$ cat src/rtl/mul_seq.sv
// mul_seq: multi-cycle shift-add multiplier, unsigned or two's-complement signed.
// Operands are captured on start, one multiplier bit is retired per clock, and
// a 2*WIDTH product is presented with a one-cycle done pulse.
// Optional feature macro: MUL_SEQ_EARLY_TERM_EN. When it is defined, CALC ends
// as soon as no set multiplier bits remain. Product values do not change.
module mul_seq #(
  parameter int WIDTH = 32
) (
  input  logic                 clk,
  input  logic                 resetn,
  input  logic                 start,
  input  logic                 sign_mode,
  input  logic [WIDTH-1:0]     a,
  input  logic [WIDTH-1:0]     b,
  output logic                 busy,
  output logic                 done,
  output logic [2*WIDTH-1:0]   product
);

  localparam int PW = 2 * WIDTH;
  localparam int CW = (WIDTH > 2) ? $clog2(WIDTH) : 1;

  typedef enum logic [1:0] {
    S_IDLE = 2'd0,
    S_CALC = 2'd1,
    S_DONE = 2'd2
  } state_t;

  state_t           state_q, state_d;
  logic [PW-1:0]    x_q, x_d;
  logic [WIDTH-1:0] y_q, y_d;
  logic [PW-1:0]    z_q, z_d;
  logic [CW-1:0]    cnt_q, cnt_d;
  logic             neg_q, neg_d;
  logic             busy_q, busy_d;
  logic             done_q, done_d;
  logic [PW-1:0]    prod_q, prod_d;

  logic [PW-1:0]    sum;
  logic [WIDTH-1:0] y_shift;
  logic             last;

  // Magnitude of an operand. The most negative value maps to 2^(WIDTH-1),
  // which still fits as an unsigned WIDTH-bit value.
  function automatic logic [WIDTH-1:0] mag(input logic [WIDTH-1:0] v, input logic sm);
    return (sm && v[WIDTH-1]) ? (~v + {{(WIDTH-1){1'b0}}, 1'b1}) : v;
  endfunction

  // Next-state, datapath and registered-output logic for the IDLE/CALC/DONE FSM.
  always_comb begin
    state_d = state_q;
    x_d     = x_q;
    y_d     = y_q;
    z_d     = z_q;
    cnt_d   = cnt_q;
    neg_d   = neg_q;
    prod_d  = prod_q;
    sum     = y_q[0] ? (z_q + x_q) : z_q;
    y_shift = y_q >> 1;
`ifdef MUL_SEQ_EARLY_TERM_EN
    last    = (cnt_q == CW'(WIDTH - 1)) || (y_shift == '0);
`else
    last    = (cnt_q == CW'(WIDTH - 1));
`endif
    unique case (state_q)
      S_IDLE: begin
        if (start) begin
          x_d     = {{WIDTH{1'b0}}, mag(a, sign_mode)};
          y_d     = mag(b, sign_mode);
          z_d     = '0;
          neg_d   = sign_mode & (a[WIDTH-1] ^ b[WIDTH-1]);
          cnt_d   = '0;
          state_d = S_CALC;
        end
      end
      S_CALC: begin
        z_d   = sum;
        x_d   = x_q << 1;
        y_d   = y_shift;
        cnt_d = cnt_q + CW'(1);
        if (last) begin
          // Product is loaded on the edge entering DONE so it is valid with done.
          prod_d  = neg_q ? (~sum + {{(PW-1){1'b0}}, 1'b1}) : sum;
          state_d = S_DONE;
        end
      end
      S_DONE: begin
        state_d = S_IDLE;
      end
      default: begin
        state_d = S_IDLE;
      end
    endcase
    busy_d = (state_d == S_CALC);
    done_d = (state_d == S_DONE);
  end

  // State and output registers with synchronous active-low reset.
  always_ff @(posedge clk) begin
    if (!resetn) begin
      state_q <= S_IDLE;
      x_q     <= '0;
      y_q     <= '0;
      z_q     <= '0;
      cnt_q   <= '0;
      neg_q   <= 1'b0;
      busy_q  <= 1'b0;
      done_q  <= 1'b0;
      prod_q  <= '0;
    end else begin
      state_q <= state_d;
      x_q     <= x_d;
      y_q     <= y_d;
      z_q     <= z_d;
      cnt_q   <= cnt_d;
      neg_q   <= neg_d;
      busy_q  <= busy_d;
      done_q  <= done_d;
      prod_q  <= prod_d;
    end
  end

  assign busy    = busy_q;
  assign done    = done_q;
  assign product = prod_q;

endmodule

$ cat config.mk
export PLATFORM = sky130hd
export DESIGN_NAME = mul_seq
export DESIGN_NICKNAME = d
export VERILOG_FILES = /design/src/rtl/mul_seq.sv
export SDC_FILE = /design/constraint.sdc
export NUM_CORES = 1
export LEC_CHECK = 0
export BUFFER_PORTS_ARGS = -buffer_cell sky130_fd_sc_hd__buf_2
export CAP_MARGIN = 20
export CORE_MARGIN = 2
export CORE_UTILIZATION = 55
export CTS_BUF_LIST = sky130_fd_sc_hd__clkbuf_4
export DETAILED_ROUTE_END_ITERATION = 10
export GPL_TIMING_DRIVEN = 0
export PLACE_DENSITY_LB_ADDON = 0.05
export SYNTH_ARGS = -nofsm -noshare
export SYNTH_HDL_FRONTEND = slang
export SYNTH_SLANG_ARGS = --single-unit
$ cat constraint.sdc
create_clock -name clk -period 11.6 [get_ports clk]
set_clock_uncertainty 0.05 [all_clocks]
set_input_delay 2.9 -clock clk [delete_from_list [all_inputs] [get_ports clk]]
set_output_delay 2.9 -clock clk [all_outputs]
set_load 0.05 [all_outputs]
==> results.md <==
* Hold depth at 2
* Placer Congestion at 0.9952
* Status: finished, final reports clean
* Met2 Wirelength at 29.05 mm
* Synth Cell Area at 16880 sq um
* Clock tree buffer depth at 3
* Fmax at 0.1034 GHz
* Critical Path Stages at 20
* Setup violators final at 0
* Antenna violations before repair at 2
* Number of synthesized flops with an enable pin at 0
* Chip width at 179.2 um
* TNS Setup at 0 ns
* Final period utilization at 83.33%
* Number of DRC markers in iteration 0 at 2261
* Slew margin rel. at 19.80%
* VDD IR max at 80.33 uV
* Synth Area in Compound Gates at 29.55%
* Synth Register Bits at 234
* Slew @ Worst Pin at 1.188 ns
* WL/cell at 22.45 um
* TritonCTS sink count at 234
* Max-Cap Viols at 0
* Type of origin of the critical path: flop
* WP data arrival at 10.24 ns
* Detail Route Antenna Nets at 0
* Post-synthesis sequential area ratio at 27.74%
* Die Ht at 179.2 um
* Initial cell density of the core at 55.49%
* Global route overflow at 0
* Post-synthesis async set-or-reset flop share at 0%
* Pwr dens at 106.4 nW/um^2
* Vias per cell at 6.525
* Synthesized Nets at 2431
* Clk pin slew, worst setup/hold paths at 0.07 ns
* Hold slack final at 0.4026 ns
* Hold Fails Final Rpt at 0
* First-pass GRT wire length at 99.48 mm
* Synth top area share at 27.74%
* Synth area leaders: dfxtp_1 (28%), nor2_1 (8.1%), a21oi_1 (6.6%)
* CTS Hold Bufs at 0
* Tmin final at 9.667 ns
* Synth warnings at 0
* Clk Latency, worst-skew pair at 0.78 ns
* Number of global-route vias before repair at 17981
* Dpl cells at 2825
* Number of distinct library cells after synthesis at 94
* Post-Synth Adder-Cell Area at 5.157%
* Worst path buffer plus inverter count at 9
* Core area at 30430 sq um
* TritonRoute pass-1 iters at 11
* LEAKAGE at 0.007432 uW
* Worst r2r src: y_q[0]
* Max Transition Viols Final at 0
* Final net count at 2636
* Crit Path Max Fanout at 10
* Root Buffer: clkbuf_4
* Post-CTS setup buffer count at 0
* Largest net degree at the start of global routing at 11
* Proportion of layout cells with a drive suffix above 1 at 11.97%
* Largest family of logic cells by synthesized area: compound AO/OA/AOI/OAI gates
* H-Tree Depth at 3
* Synth Area in Simple Gates at 24.82%
* Fin cells at 2946
* Beginning of the critical path: y_q[0]
* IO Port Bufs at 133
* Metal-1 WL at 25.97 mm
* Wirelength, routed at 66.14 mm
* GRT Overall Usage at 40.61%
* Die Footprint at 32120 sq um
* Setup slack, reg-to-reg at 1.93 ns
* DRC Markers at 0
* Top_reg_cell synth: dfxtp_1
* Layout Cell Area excl Fill at 18950 sq um
* Rows at 64
* Vias at 19223
* HP Start: product[7]
* Detailed Place HPWL at 51.11 mm
* Post-synthesis mux area share at 1.875%
* Most used cell, CP: clkbuf_1
* Largest stage delay on the critical path at 0.74 ns
* CP Cell Sequence: clkbuf_1, clkbuf_1, buf_1, buf_1, clkbuf_1, clkbuf_1, buf_1, clkbuf_1, mux2i_1, ha_1, nand2_1, or3_1, or4_1, clkbuf_1, nor4_1, nand4_1, or4_4, o41ai_2, xor2_1, o21ai_1
* HP Class: flop to flop
* CP max-delay cell: buf_1
* CTS tree: yes
* Xor/xnor share of the synthesized area at 6.743%
* Top cell family by delay on the critical path: buffers and inverters
* Crit. End Element: flop
* RSZ-0062 raised after global routing: no
* Synth Area per Inst at 7.360 sq um
* Synthesis-to-layout area growth at 12.21%
* IO Pins at 134
* WP data required at 12.18 ns
* Placement Cell Area at 18060 sq um
* Num CTS Buffers at 68
* Area leader, netlist: dfxtp_1
* CTS resizes at 0
* R2R cell count at 20
* Mapped Cells at 2294
* Worst Setup Path Type: flop to flop
* DR WL met3 at 5.882 mm
* Top Metal Used: met5
## worst register-to-register path, cell delays in order (launching register included)
cell	delay [ns]
dfxtp_1	0.47
clkbuf_1	0.64
clkbuf_1	0.72
buf_1	0.66
buf_1	0.75
clkbuf_1	0.60
clkbuf_1	0.66
buf_1	0.62
clkbuf_1	0.65
mux2i_1	0.41
ha_1	0.25
nand2_1	0.10
or3_1	0.45
or4_1	0.49
clkbuf_1	0.20
nor4_1	0.34
nand4_1	0.29
or4_4	0.55
o41ai_2	0.25
xor2_1	0.31
o21ai_1	0.09
## placed cells by master, fill, tap and decap left out, types with 11 or more instances in the layout
cell	instances
buf_1	13
and3_1	24
o211ai_1	16
a31oi_1	19
nand4_1	41
or3_1	27
and2_1	15
clkinv_1	17
dfxtp_1	234
o31ai_1	32
a22oi_1	76
o21ai_1	20
a222oi_1	32
xor2_1	64
xnor2_1	66
clkbuf_1	121
a21o_1	27
o21ai_0	115
ha_1	68
nor3_1	59
clkbuf_4	90
mux2_2	13
nor4_1	15
inv_1	30
a211oi_1	53
o21a_1	16
nand2b_1	22
o21bai_1	11
nor2_1	365
buf_2	148
mux2i_1	17
nand3_1	54
nand2_1	223
a21oi_1	221
## power breakdown
part           switching, uW  internal [uW]  total [uW]  leakage, uW
Clock                    397            432         828     0.000518
Combinational            236            110         347      0.00502
Sequential              17.7            824         842      0.00190
## cell usage after synthesis (15+ instances only)
cell type    n
a222oi_1    32
a21oi_1    221
o211ai_1    16
a21o_1      27
nand4_1     41
xor2_1      64
a31oi_1     19
a211oi_1    53
nor3_1      59
dfxtp_1    234
a22oi_1     76
and2_1      15
nand2_1    223
mux2i_1     17
o21a_1      16
nand2b_1    22
clkbuf_1   121
inv_1       30
o31ai_1     32
nor4_1      15
or3_1       27
nand3_1     54
ha_1        68
nor2_1     365
o21ai_1     20
xnor2_1     66
o21ai_0    115
and3_1      24
## area by class of cell
| class | instances | area [sq um] |
|---|---|---|
| flip-flops and latches | 234 | 4684 |
| repair buffers | 135 | 675.6 |
| clock buffers | 90 | 675.6 |
| multi-input cells | 1880 | 11510 |
| fillers | 2894 | 11480 |
| plain buffers | 149 | 578.1 |
| diodes | 1 | 2.502 |
| inverters | 31 | 116.4 |
| well taps | 396 | 495.5 |
| clock inverters | 30 | 207.7 |
## metal layers
metal	vias up	GRT usage, %
li1	8911	-
met1	9055	49.13
met2	983	63.70
met3	272	9.394
met4	2	28.29
met5	-	0
## registers in the layout, summed over array words and instances (netlist names)
| signal | count |
|---|---|
| product | 64 |
| x_q | 64 |
| z_q | 64 |
| y_q | 32 |
| cnt_q | 5 |
| state_q | 2 |
| busy | 1 |
| done | 1 |
| neg_q | 1 |
## path summary, 6_finish.rpt
check / endpoint
worst min-delay path: product[7]
worst max register to register: product[62]
worst max-delay path: product[62]
worst min register to register: product[7]
## cell families (layout without fill, tap and decap cells)
| group | after synthesis | after routing |
|---|---|---|
| simple gates | 909 | 909 |
| compound gates | 742 | 742 |
| flops | 234 | 234 |
| buf+inv | 180 | 435 |
| xor+xnor | 130 | 130 |
| fa+ha+maj | 69 | 69 |
| mux | 30 | 30 |
| other cells | 0 | 1 |
## stage by stage
stage	setup slack, ns	util, %	total power, uW
after CTS	2.305	62.26	2011
after detailed placement	2.366	59.35	1193
after floorplan	5.655	-	1078
after global routing	1.806	62.27	2089
final	1.933	62.27	2017
after global placement	2.382	59.31	1186
No activity file was read; power rests on OpenSTA's default activity.
